--- config.mk ---
export PLATFORM = sky130hd
export DESIGN_NAME = lsu_issue_queue_flat
export DESIGN_NICKNAME = d
export VERILOG_FILES = /design/src/rtl/lsu_issue_queue_if.sv /design/src/rtl/lsu_issue_queue.sv /design/src/flat_wrapper.sv
export SDC_FILE = /design/constraint.sdc
export NUM_CORES = 2
export LEC_CHECK = 0
export BUFFER_PORTS_ARGS = -buffer_cell sky130_fd_sc_hd__buf_2
export CORE_MARGIN = 5
export CORE_UTILIZATION = 40
export CTS_CLUSTER_DIAMETER = 200
export DETAILED_ROUTE_END_ITERATION = 8
export HOLD_SLACK_MARGIN = 0.15
export MAX_ROUTING_LAYER = met4
export PLACE_DENSITY_LB_ADDON = 0.05
export SKIP_LAST_GASP = 1
export SYNTH_ARGS = -nofsm -noshare
export SYNTH_HDL_FRONTEND = slang
export SYNTH_SLANG_ARGS = --single-unit
--- constraint.sdc ---
create_clock -name clk -period 76.7 [get_ports clk]
set_input_delay 23.01 -clock clk [delete_from_list [all_inputs] [get_ports clk]]
set_output_delay 23.01 -clock clk [all_outputs]
set_load 0.03 [all_outputs]
--- src/rtl/lsu_issue_queue_if.sv ---
// Dispatch, CDB, flush and issue signals of the LSU issue queue.
// The slave modport is the queue. The master modport is its environment.
interface lsu_issue_queue_if #(
  parameter int DATA_WIDTH = 32,
  parameter int ROB_WIDTH  = 4,
  parameter int PREG_WIDTH = 7,
  parameter int DEPTH      = 8
);
  logic                    i_flush;
  logic                    i_disp_valid;
  logic                    o_disp_ready;
  logic                    i_disp_memwrite;
  logic [DATA_WIDTH-1:0]   i_disp_imm;
  logic [PREG_WIDTH-1:0]   i_disp_prs1;
  logic                    i_disp_rs1_rdy;
  logic [DATA_WIDTH-1:0]   i_disp_rs1_val;
  logic [PREG_WIDTH-1:0]   i_disp_prs2;
  logic                    i_disp_rs2_rdy;
  logic [DATA_WIDTH-1:0]   i_disp_rs2_val;
  logic [PREG_WIDTH-1:0]   i_disp_prd;
  logic [ROB_WIDTH-1:0]    i_disp_rob_tag;
  logic                    i_cdb_valid;
  logic [PREG_WIDTH-1:0]   i_cdb_prd;
  logic [DATA_WIDTH-1:0]   i_cdb_data;
  logic                    o_valid;
  logic                    i_lsu_ready;
  logic [DATA_WIDTH-1:0]   o_base_addr;
  logic [DATA_WIDTH-1:0]   o_offset;
  logic [DATA_WIDTH-1:0]   o_store_data;
  logic                    o_memwrite;
  logic [PREG_WIDTH-1:0]   o_prd;
  logic [ROB_WIDTH-1:0]    o_rob_tag;
  logic [$clog2(DEPTH):0]  o_count;

  modport master (
    output i_flush, i_disp_valid, i_disp_memwrite, i_disp_imm, i_disp_prs1,
           i_disp_rs1_rdy, i_disp_rs1_val, i_disp_prs2, i_disp_rs2_rdy,
           i_disp_rs2_val, i_disp_prd, i_disp_rob_tag, i_cdb_valid, i_cdb_prd,
           i_cdb_data, i_lsu_ready,
    input  o_disp_ready, o_valid, o_base_addr, o_offset, o_store_data,
           o_memwrite, o_prd, o_rob_tag, o_count
  );

  modport slave (
    input  i_flush, i_disp_valid, i_disp_memwrite, i_disp_imm, i_disp_prs1,
           i_disp_rs1_rdy, i_disp_rs1_val, i_disp_prs2, i_disp_rs2_rdy,
           i_disp_rs2_val, i_disp_prd, i_disp_rob_tag, i_cdb_valid, i_cdb_prd,
           i_cdb_data, i_lsu_ready,
    output o_disp_ready, o_valid, o_base_addr, o_offset, o_store_data,
           o_memwrite, o_prd, o_rob_tag, o_count
  );
endinterface

--- src/rtl/lsu_issue_queue.sv ---
// In-order load/store issue queue that captures missing operands from the CDB and issues only the head entry.
// Optional macro LSU_IQ_STORE_COMMIT_EN holds stores at the head until their ROB tag has committed.
module lsu_issue_queue #(
  parameter int DATA_WIDTH = 32,
  parameter int ROB_WIDTH  = 4,
  parameter int PREG_WIDTH = 7,
  parameter int DEPTH      = 8
) (
  input  logic                 clk,
  input  logic                 reset,
`ifdef LSU_IQ_STORE_COMMIT_EN
  input  logic                 i_commit_valid,
  input  logic [ROB_WIDTH-1:0] i_commit_rob_tag,
`endif
  lsu_issue_queue_if.slave     q
);
  localparam int PTR_W = $clog2(DEPTH);
  localparam int CNT_W = PTR_W + 1;

  logic [PTR_W-1:0]      head, tail;
  logic [CNT_W-1:0]      count;
  logic [DEPTH-1:0]      ent_valid, ent_memwrite, ent_rs1_rdy, ent_rs2_rdy;
  logic [DATA_WIDTH-1:0] ent_imm [DEPTH];
  logic [DATA_WIDTH-1:0] ent_rs1_val [DEPTH];
  logic [DATA_WIDTH-1:0] ent_rs2_val [DEPTH];
  logic [PREG_WIDTH-1:0] ent_prs1 [DEPTH];
  logic [PREG_WIDTH-1:0] ent_prs2 [DEPTH];
  logic [PREG_WIDTH-1:0] ent_prd [DEPTH];
  logic [ROB_WIDTH-1:0]  ent_rob [DEPTH];

  logic not_empty, push, fire, cdb_live, head_ops_rdy, head_commit_ok;
  logic disp_rs1_hit, disp_rs2_hit;

  // Tag 0 is the hardwired zero register and never appears on the CDB as a real producer.
  assign cdb_live     = q.i_cdb_valid && (q.i_cdb_prd != '0);
  assign disp_rs1_hit = !q.i_disp_rs1_rdy && cdb_live && (q.i_cdb_prd == q.i_disp_prs1);
  assign disp_rs2_hit = !q.i_disp_rs2_rdy && cdb_live && (q.i_cdb_prd == q.i_disp_prs2);

  assign not_empty      = (count != '0);
  assign q.o_disp_ready = (count < CNT_W'(DEPTH));
  assign push           = q.i_disp_valid && q.o_disp_ready;
  assign fire           = q.o_valid && q.i_lsu_ready;
  assign head_ops_rdy   = ent_rs1_rdy[head] && (!ent_memwrite[head] || ent_rs2_rdy[head]);

`ifdef LSU_IQ_STORE_COMMIT_EN
  logic [DEPTH-1:0] ent_committed;

  assign head_commit_ok = !ent_memwrite[head] || ent_committed[head] ||
                          (i_commit_valid && (i_commit_rob_tag == ent_rob[head]));

  // A commit can arrive before the store reaches the head, so it is remembered per entry.
  always_ff @(posedge clk or posedge reset) begin
    if (reset) begin
      ent_committed <= '0;
    end else begin
      for (int i = 0; i < DEPTH; i++) begin
        if (ent_valid[i] && ent_memwrite[i] && i_commit_valid && (i_commit_rob_tag == ent_rob[i]))
          ent_committed[i] <= 1'b1;
      end
      if (push)
        ent_committed[tail] <= 1'b0;
    end
  end
`else
  assign head_commit_ok = 1'b1;
`endif

  assign q.o_valid      = not_empty && head_ops_rdy && head_commit_ok;
  assign q.o_base_addr  = not_empty ? ent_rs1_val[head] : '0;
  assign q.o_offset     = not_empty ? ent_imm[head] : '0;
  assign q.o_store_data = not_empty ? ent_rs2_val[head] : '0;
  assign q.o_memwrite   = not_empty ? ent_memwrite[head] : 1'b0;
  assign q.o_prd        = not_empty ? ent_prd[head] : '0;
  assign q.o_rob_tag    = not_empty ? ent_rob[head] : '0;
  assign q.o_count      = count;

  always_ff @(posedge clk or posedge reset) begin
    if (reset) begin
      head         <= '0;
      tail         <= '0;
      count        <= '0;
      ent_valid    <= '0;
      ent_memwrite <= '0;
      ent_rs1_rdy  <= '0;
      ent_rs2_rdy  <= '0;
      for (int i = 0; i < DEPTH; i++) begin
        ent_imm[i]     <= '0;
        ent_rs1_val[i] <= '0;
        ent_rs2_val[i] <= '0;
        ent_prs1[i]    <= '0;
        ent_prs2[i]    <= '0;
        ent_prd[i]     <= '0;
        ent_rob[i]     <= '0;
      end
    end else if (q.i_flush) begin
      head      <= '0;
      tail      <= '0;
      count     <= '0;
      ent_valid <= '0;
    end else begin
      for (int i = 0; i < DEPTH; i++) begin
        if (ent_valid[i] && cdb_live) begin
          if (!ent_rs1_rdy[i] && (ent_prs1[i] == q.i_cdb_prd)) begin
            ent_rs1_rdy[i] <= 1'b1;
            ent_rs1_val[i] <= q.i_cdb_data;
          end
          if (!ent_rs2_rdy[i] && (ent_prs2[i] == q.i_cdb_prd)) begin
            ent_rs2_rdy[i] <= 1'b1;
            ent_rs2_val[i] <= q.i_cdb_data;
          end
        end
      end
      if (fire) begin
        ent_valid[head] <= 1'b0;
        head            <= head + 1'b1;
      end
      // The tail slot is never the popping head here, since a push needs a non-full queue.
      if (push) begin
        ent_valid[tail]    <= 1'b1;
        ent_memwrite[tail] <= q.i_disp_memwrite;
        ent_imm[tail]      <= q.i_disp_imm;
        ent_prs1[tail]     <= q.i_disp_prs1;
        ent_prs2[tail]     <= q.i_disp_prs2;
        ent_prd[tail]      <= q.i_disp_prd;
        ent_rob[tail]      <= q.i_disp_rob_tag;
        ent_rs1_rdy[tail]  <= q.i_disp_rs1_rdy || disp_rs1_hit;
        ent_rs1_val[tail]  <= disp_rs1_hit ? q.i_cdb_data : q.i_disp_rs1_val;
        ent_rs2_rdy[tail]  <= !q.i_disp_memwrite || q.i_disp_rs2_rdy || disp_rs2_hit;
        ent_rs2_val[tail]  <= disp_rs2_hit ? q.i_cdb_data : q.i_disp_rs2_val;
        tail               <= tail + 1'b1;
      end
      case ({push, fire})
        2'b10:   count <= count + 1'b1;
        2'b01:   count <= count - 1'b1;
        default: count <= count;
      endcase
    end
  end
endmodule

--- src/flat_wrapper.sv ---
// flat-port wrapper written by rule: the top's interface ports become plain ports
module lsu_issue_queue_flat 
#(
  parameter int DATA_WIDTH = 32,
  parameter int ROB_WIDTH  = 4,
  parameter int PREG_WIDTH = 7,
  parameter int DEPTH      = 8
)
  (clk, reset, q_i_flush, q_i_disp_valid, q_i_disp_memwrite, q_i_disp_imm, q_i_disp_prs1, q_i_disp_rs1_rdy, q_i_disp_rs1_val, q_i_disp_prs2, q_i_disp_rs2_rdy, q_i_disp_rs2_val, q_i_disp_prd, q_i_disp_rob_tag, q_i_cdb_valid, q_i_cdb_prd, q_i_cdb_data, q_i_lsu_ready, q_o_disp_ready, q_o_valid, q_o_base_addr, q_o_offset, q_o_store_data, q_o_memwrite, q_o_prd, q_o_rob_tag, q_o_count);
  lsu_issue_queue_if #(.DATA_WIDTH(DATA_WIDTH), .ROB_WIDTH(ROB_WIDTH), .PREG_WIDTH(PREG_WIDTH), .DEPTH(DEPTH)) q_i ();
  input  logic clk;
  input  logic reset;
  input wire logic [$bits(q_i.i_flush)-1:0] q_i_flush;
  input wire logic [$bits(q_i.i_disp_valid)-1:0] q_i_disp_valid;
  input wire logic [$bits(q_i.i_disp_memwrite)-1:0] q_i_disp_memwrite;
  input wire logic [$bits(q_i.i_disp_imm)-1:0] q_i_disp_imm;
  input wire logic [$bits(q_i.i_disp_prs1)-1:0] q_i_disp_prs1;
  input wire logic [$bits(q_i.i_disp_rs1_rdy)-1:0] q_i_disp_rs1_rdy;
  input wire logic [$bits(q_i.i_disp_rs1_val)-1:0] q_i_disp_rs1_val;
  input wire logic [$bits(q_i.i_disp_prs2)-1:0] q_i_disp_prs2;
  input wire logic [$bits(q_i.i_disp_rs2_rdy)-1:0] q_i_disp_rs2_rdy;
  input wire logic [$bits(q_i.i_disp_rs2_val)-1:0] q_i_disp_rs2_val;
  input wire logic [$bits(q_i.i_disp_prd)-1:0] q_i_disp_prd;
  input wire logic [$bits(q_i.i_disp_rob_tag)-1:0] q_i_disp_rob_tag;
  input wire logic [$bits(q_i.i_cdb_valid)-1:0] q_i_cdb_valid;
  input wire logic [$bits(q_i.i_cdb_prd)-1:0] q_i_cdb_prd;
  input wire logic [$bits(q_i.i_cdb_data)-1:0] q_i_cdb_data;
  input wire logic [$bits(q_i.i_lsu_ready)-1:0] q_i_lsu_ready;
  output wire logic [$bits(q_i.o_disp_ready)-1:0] q_o_disp_ready;
  output wire logic [$bits(q_i.o_valid)-1:0] q_o_valid;
  output wire logic [$bits(q_i.o_base_addr)-1:0] q_o_base_addr;
  output wire logic [$bits(q_i.o_offset)-1:0] q_o_offset;
  output wire logic [$bits(q_i.o_store_data)-1:0] q_o_store_data;
  output wire logic [$bits(q_i.o_memwrite)-1:0] q_o_memwrite;
  output wire logic [$bits(q_i.o_prd)-1:0] q_o_prd;
  output wire logic [$bits(q_i.o_rob_tag)-1:0] q_o_rob_tag;
  output wire logic [$bits(q_i.o_count)-1:0] q_o_count;
  assign q_i.i_flush = q_i_flush;
  assign q_i.i_disp_valid = q_i_disp_valid;
  assign q_i.i_disp_memwrite = q_i_disp_memwrite;
  assign q_i.i_disp_imm = q_i_disp_imm;
  assign q_i.i_disp_prs1 = q_i_disp_prs1;
  assign q_i.i_disp_rs1_rdy = q_i_disp_rs1_rdy;
  assign q_i.i_disp_rs1_val = q_i_disp_rs1_val;
  assign q_i.i_disp_prs2 = q_i_disp_prs2;
  assign q_i.i_disp_rs2_rdy = q_i_disp_rs2_rdy;
  assign q_i.i_disp_rs2_val = q_i_disp_rs2_val;
  assign q_i.i_disp_prd = q_i_disp_prd;
  assign q_i.i_disp_rob_tag = q_i_disp_rob_tag;
  assign q_i.i_cdb_valid = q_i_cdb_valid;
  assign q_i.i_cdb_prd = q_i_cdb_prd;
  assign q_i.i_cdb_data = q_i_cdb_data;
  assign q_i.i_lsu_ready = q_i_lsu_ready;
  assign q_o_disp_ready = q_i.o_disp_ready;
  assign q_o_valid = q_i.o_valid;
  assign q_o_base_addr = q_i.o_base_addr;
  assign q_o_offset = q_i.o_offset;
  assign q_o_store_data = q_i.o_store_data;
  assign q_o_memwrite = q_i.o_memwrite;
  assign q_o_prd = q_i.o_prd;
  assign q_o_rob_tag = q_i.o_rob_tag;
  assign q_o_count = q_i.o_count;
  lsu_issue_queue #(.DATA_WIDTH(DATA_WIDTH), .ROB_WIDTH(ROB_WIDTH), .PREG_WIDTH(PREG_WIDTH), .DEPTH(DEPTH)) u_core (.clk(clk), .reset(reset), .q(q_i));
endmodule
# Word-level counts from Yosys, hierarchy flattened
# Cells that the tools add are included.
# totals
regBits,1010
input_bits,169
output_inout_bits,114
elab_cells,326
# op_classes
addsub,4
magnitude_cmp,8
eq_ne,20
n_mux,159
bitwise,6
n_reduce_logical,66
# ops
operator,n
2-to-1 mux 32 bit,60
bitwise mux 256 bit,3
2-to-1 mux 256 bit,2
binary-select mux 32 bit (select 3 bit),3
bitwise mux 56 bit,3
equality test 7 bit,18
demux 32 bit (select 3 bit),1
2-to-1 mux 1 bit,54
2-to-1 mux 8 bit,6
logical AND 1 bit,36
bitwise mux 32 bit,1
2-to-1 mux 7 bit,4
bitwise mux 8 bit,3
binary-select mux 7 bit (select 3 bit),1
demux 7 bit (select 3 bit),1
zero test 1 bit,20
2-to-1 mux 4 bit,5
binary-select mux 4 bit (select 3 bit),1
demux 4 bit (select 3 bit),1
2-to-1 mux 3 bit,4
binary-select mux 1 bit (select 3 bit),3
AND 8 bit,1
"greater-or-equal comparator 4 bit, second input constant",2
"less-than comparator 3 x 4 -> 1 bit, second input constant",2
20 further kinds,28

# Depth between registers and ports, before layout
# depth
depth_word,12
depth_mapped,14
ltp_nobuf,11

# Least setup slack after synthesis
# OpenSTA, ideal clock, no wires.
# synth_timing
path_kind,flip-flop to output port
startpoint,register u_core.head[0]
endpoint,output port q_o_base_addr[18]
t_arrival_ns,2.326
t_required_ns,53.690
slack_ns,51.364
stages_incl_launch_ff,8
path_buffers,4
path_cell_list,dfrtp_1 > buf_4 > buf_2 > nor2_1 > clkbuf_1 > clkbuf_1 > a22oi_1 > a41oi_1
# synth_via
elab_chain_len,5
# synth_lines
item,line,rtl
"start, declared",lsu_issue_queue.sv:20,"logic [PTR_W-1:0] head, tail;"
"start signal, assigned",lsu_issue_queue.sv:115,head <= head + 1'b1;
NOT 3 -> 4 bit (implied by the code),lsu_issue_queue.sv:69,assign q.o_base_addr = not_empty ? ent_rs1_val[head] : '0;
binary-select mux 32 bit (select 3 bit),lsu_issue_queue.sv:69,
2-to-1 mux 32 bit (implied by the code) (2 in series),lsu_issue_queue.sv:69,
2-to-1 mux 32 bit,lsu_issue_queue.sv:69,
"end, declared",flat_wrapper.sv:31,output wire logic [$bits(q_i.o_base_addr)-1:0] q_o_base_addr;
# No other way between the ends. The select of a mux whose other input is x is not followed.

# Final worst setup path
# layout_timing
startpoint,register u_core.head[2]
endpoint,output port q_o_base_addr[29]
# Same word-level chain as after synthesis.

==> results.cfg <==
[placed_design]
place_congestion = 0.827
port-buffer-count = 282
place_area_sq_um = 49900
hpwlAfterDp_um = 104000
post-place-ws_ns = 49.78
dp.cells = 6073

[setup_path]
critPathArrivalTime_ns = 4.66
crit_type = reg2out
crit_required_ns = 53.69
crit_family = buffers and inverters
crit_path_max_fanout = 54
setup.worst_path.start = u_core.head[2]$_DFFE_PP0P_
path_cells = nand2_1 -> nor2_4 -> buf_4 -> buf_4 -> a22oi_1 -> a41oi_1 -> buf_2
path_buf_inv = 3
reg2reg_depth = 14
path_depth = 7
reg2reg_from = u_core.head[0]$_DFFE_PP0P_
slowest_stage = buf_4
cp-start-kind = register
cp_common_cell = buf_4
endpoint_kind = primary output
cp_slowest_stage_delay_ns = 0.92

[routing]
finalWirelength_um = 198000
wl_per_cell_um = 31.5
antenna_left = 0
vias = 40600
vias_per_cell = 6.45
drt_iter0_markers = 5249
first_pass_iters = 7
drc = 0

[status]
status = completed

[clocking]
post_cts_buffers = 0
insertion_delay_ns = 0.71
htreeDepth = 3
post_cts_resized = 0
clockRootBuffer = clkbuf_16
cts.sinks = 1010
cts_tree = yes
path_clk_slew_ns = 0.06
cts_buffer_depth = 3
cts_buffers = 114
cts_hold_buf = 0

[sta]
slew_viol_final = 0
rsz0062_at_grt = false
hold_ws_ns = 0.472
period_needed_ns = 27.67
period_share_pct = 36.1
max_freq_mhz = 36.1
worst_pin_slew_ns = 1.37
layout_setup_ws_ns = 49.03
finClkSkew_ns = 0.0407
slew_headroom_pct = 8.10
tns_ns = 0
setup_violations = 0
finalHoldViolCount = 0

[layout]
syn_to_final_growth_pct = 14.0
post-route-util_pct = 45.8
mostFrequentLayoutCells = dfrtp_1 (1010), nand2_1 (897), nor2_1 (525)
fin_area_sq_um = 53900
fin_nets = 4827
drive_gt1_share_pct = 19.3
final_cells = 6294
final_common_cell = dfrtp_1

[global_routing]
grt_max_degree = 111
track_usage_pct = 31.6
grt_pass1_vias = 40400
overflow = 0
antenna_found_initial = 11
grt_pass1_wl_um = 289000

[floorplan]
die_w_um = 354
io_pins = 283
chipHeight_um = 354
initial_core_util_pct = 40.2
rows = 126
dieArea_sq_um = 125000
core_area_sq_um = 118000

[synth]
ys_seq_area_share_pct = 53.4
synthArstFlopShare_pct = 100
synth.distinct_cells = 69
synth_edf_count = 0
netlist_instances = 4565
synth_nets = 4739
ys_warn_count = 0
synth_area_per_cell_sq_um = 10.4
ys.flop_type = dfrtp_1
yosys_register_bits = 1010
syn_area_sq_um = 47300

[min_path]
hold_path_startpoint = u_core.ent_prd[54]$_DFFE_PP0P_
hold_class = reg2reg
whs_path_depth = 2

[power_and_ir_drop]
power.leakage_nw = 24.5
vdd_ir_drop_max_mv = 0.0296
p_total_mw = 1.98
powerDensity_nw_per_um2 = 36.7

[flow_run]
drv_cap = 0
==> path summary, 6_finish.rpt <==
path                                                   end  slack (ns)
setup / recovery                         q_o_base_addr[29]       49.03
hold / removal              u_core.ent_prd[54]$_DFFE_PP0P_        0.47
setup reg to reg           u_core.q.o_count[3]$_DFFE_PP0P_       72.27
hold reg to reg             u_core.ent_prd[54]$_DFFE_PP0P_        0.47
max in group asynchronous   u_core.ent_prd[14]$_DFFE_PP0P_       51.19
min in group asynchronous  u_core.ent_imm[233]$_DFFE_PP0P_       22.45
==> sequential cells by signal (all words and copies together), names as in the netlist <==
register and count:
u_core.ent_prs2 56, u_core.ent_prd 56, u_core.ent_valid 8, u_core.head 3, u_core.ent_prs1 56, u_core.ent_imm 256, u_core.tail 3, u_core.ent_rs2_val 256
u_core.ent_memwrite 8, u_core.ent_rob 32, u_core.ent_rs2_rdy 8, u_core.q.o_count 4, u_core.ent_rs1_val 256, u_core.ent_rs1_rdy 8
==> tightest hold or removal path: cells and delay by family, from the launching register on <==
| kind | cells | cell delay [ns] |
|---|---|---|
| flip-flops | 1 | 0.34 |
| AND/OR/NAND/NOR | 2 | 0.10 |
==> kinds of logic after synthesis <==
logic type      after synthesis  synth area share (%)
simple gates               1566                  13.4
compound gates             1153                  20.1
flops                      1010                  53.4
buf+inv                     449                  4.36
mux                         251                  6.21
xor+xnor                    131                  2.42
fa+ha+maj                     5                 0.148
==> cells in the mapped netlist, types with 3 or more instances <==
library cell     n  area, sq um
a221oi_1       464         4060
buf_4           38          285
buf_2           97          485
nor4b_2          3         45.0
a2111oi_1        3         30.0
a21o_1           3         22.5
clkbuf_1       269         1010
nor2_1         534         2000
nand3_1         19         95.1
a31oi_1         14         87.6
a221oi_2        22          330
xnor2_1         28          245
nor3b_1          3         22.5
a22oi_1        419         3150
and3_1           4         25.0
a21oi_1         44          220
a31o_2          10         87.6
o21ai_0         15         75.1
xor2_1         103          902
mux2i_1         23          230
a22o_1           5         43.8
nor4_2           7         87.6
and2_1           3         18.8
nand3b_1         4         30.0
a41oi_1        102          893
nand4_1         11         68.8
buf_1           14         52.6
nor3_1          18         90.1
nand4b_1         9         78.8
inv_1           15         56.3
nor4_1          17          106
o32ai_1         32          280
dfrtp_1       1010        25300
nand2_1        908         3410
buf_6           15          169
nand2b_1         6         37.5
nor3_2           6         60.1
mux2_2         177         1990
ha_1             4         50.1
mux2i_2         47          647
o32a_1           4         40.0
==> final cells by class <==
| cell class | instances | area, sq um |
|---|---|---|
| antenna | 10 | 25.0 |
| clock buffer | 177 | 3530 |
| clock inverter | 34 | 488 |
| fill | 11100 | 63800 |
| inverter | 16 | 67.6 |
| multi-input combinational | 3106 | 20300 |
| sequential | 1010 | 25300 |
| tap | 1536 | 1920 |
| timing repair buffer | 405 | 2360 |
==> report_power, final <==
part	internal, mW	switching (mW)	total, mW
logic	0.207	0.411	0.619
clock network	0.355	0.235	0.589
registers	0.682	0.0898	0.772
==> layer usage <==
layer	vias to the layer above	global-route usage (%)	routed length, um
li1	17000	-	-
met1	21100	43.9	85900
met2	2196	47.5	88900
met3	358	6.33	17900
met4	0	8.42	5540
met5	-	-	0
Power figures use the tool's default switching activity.
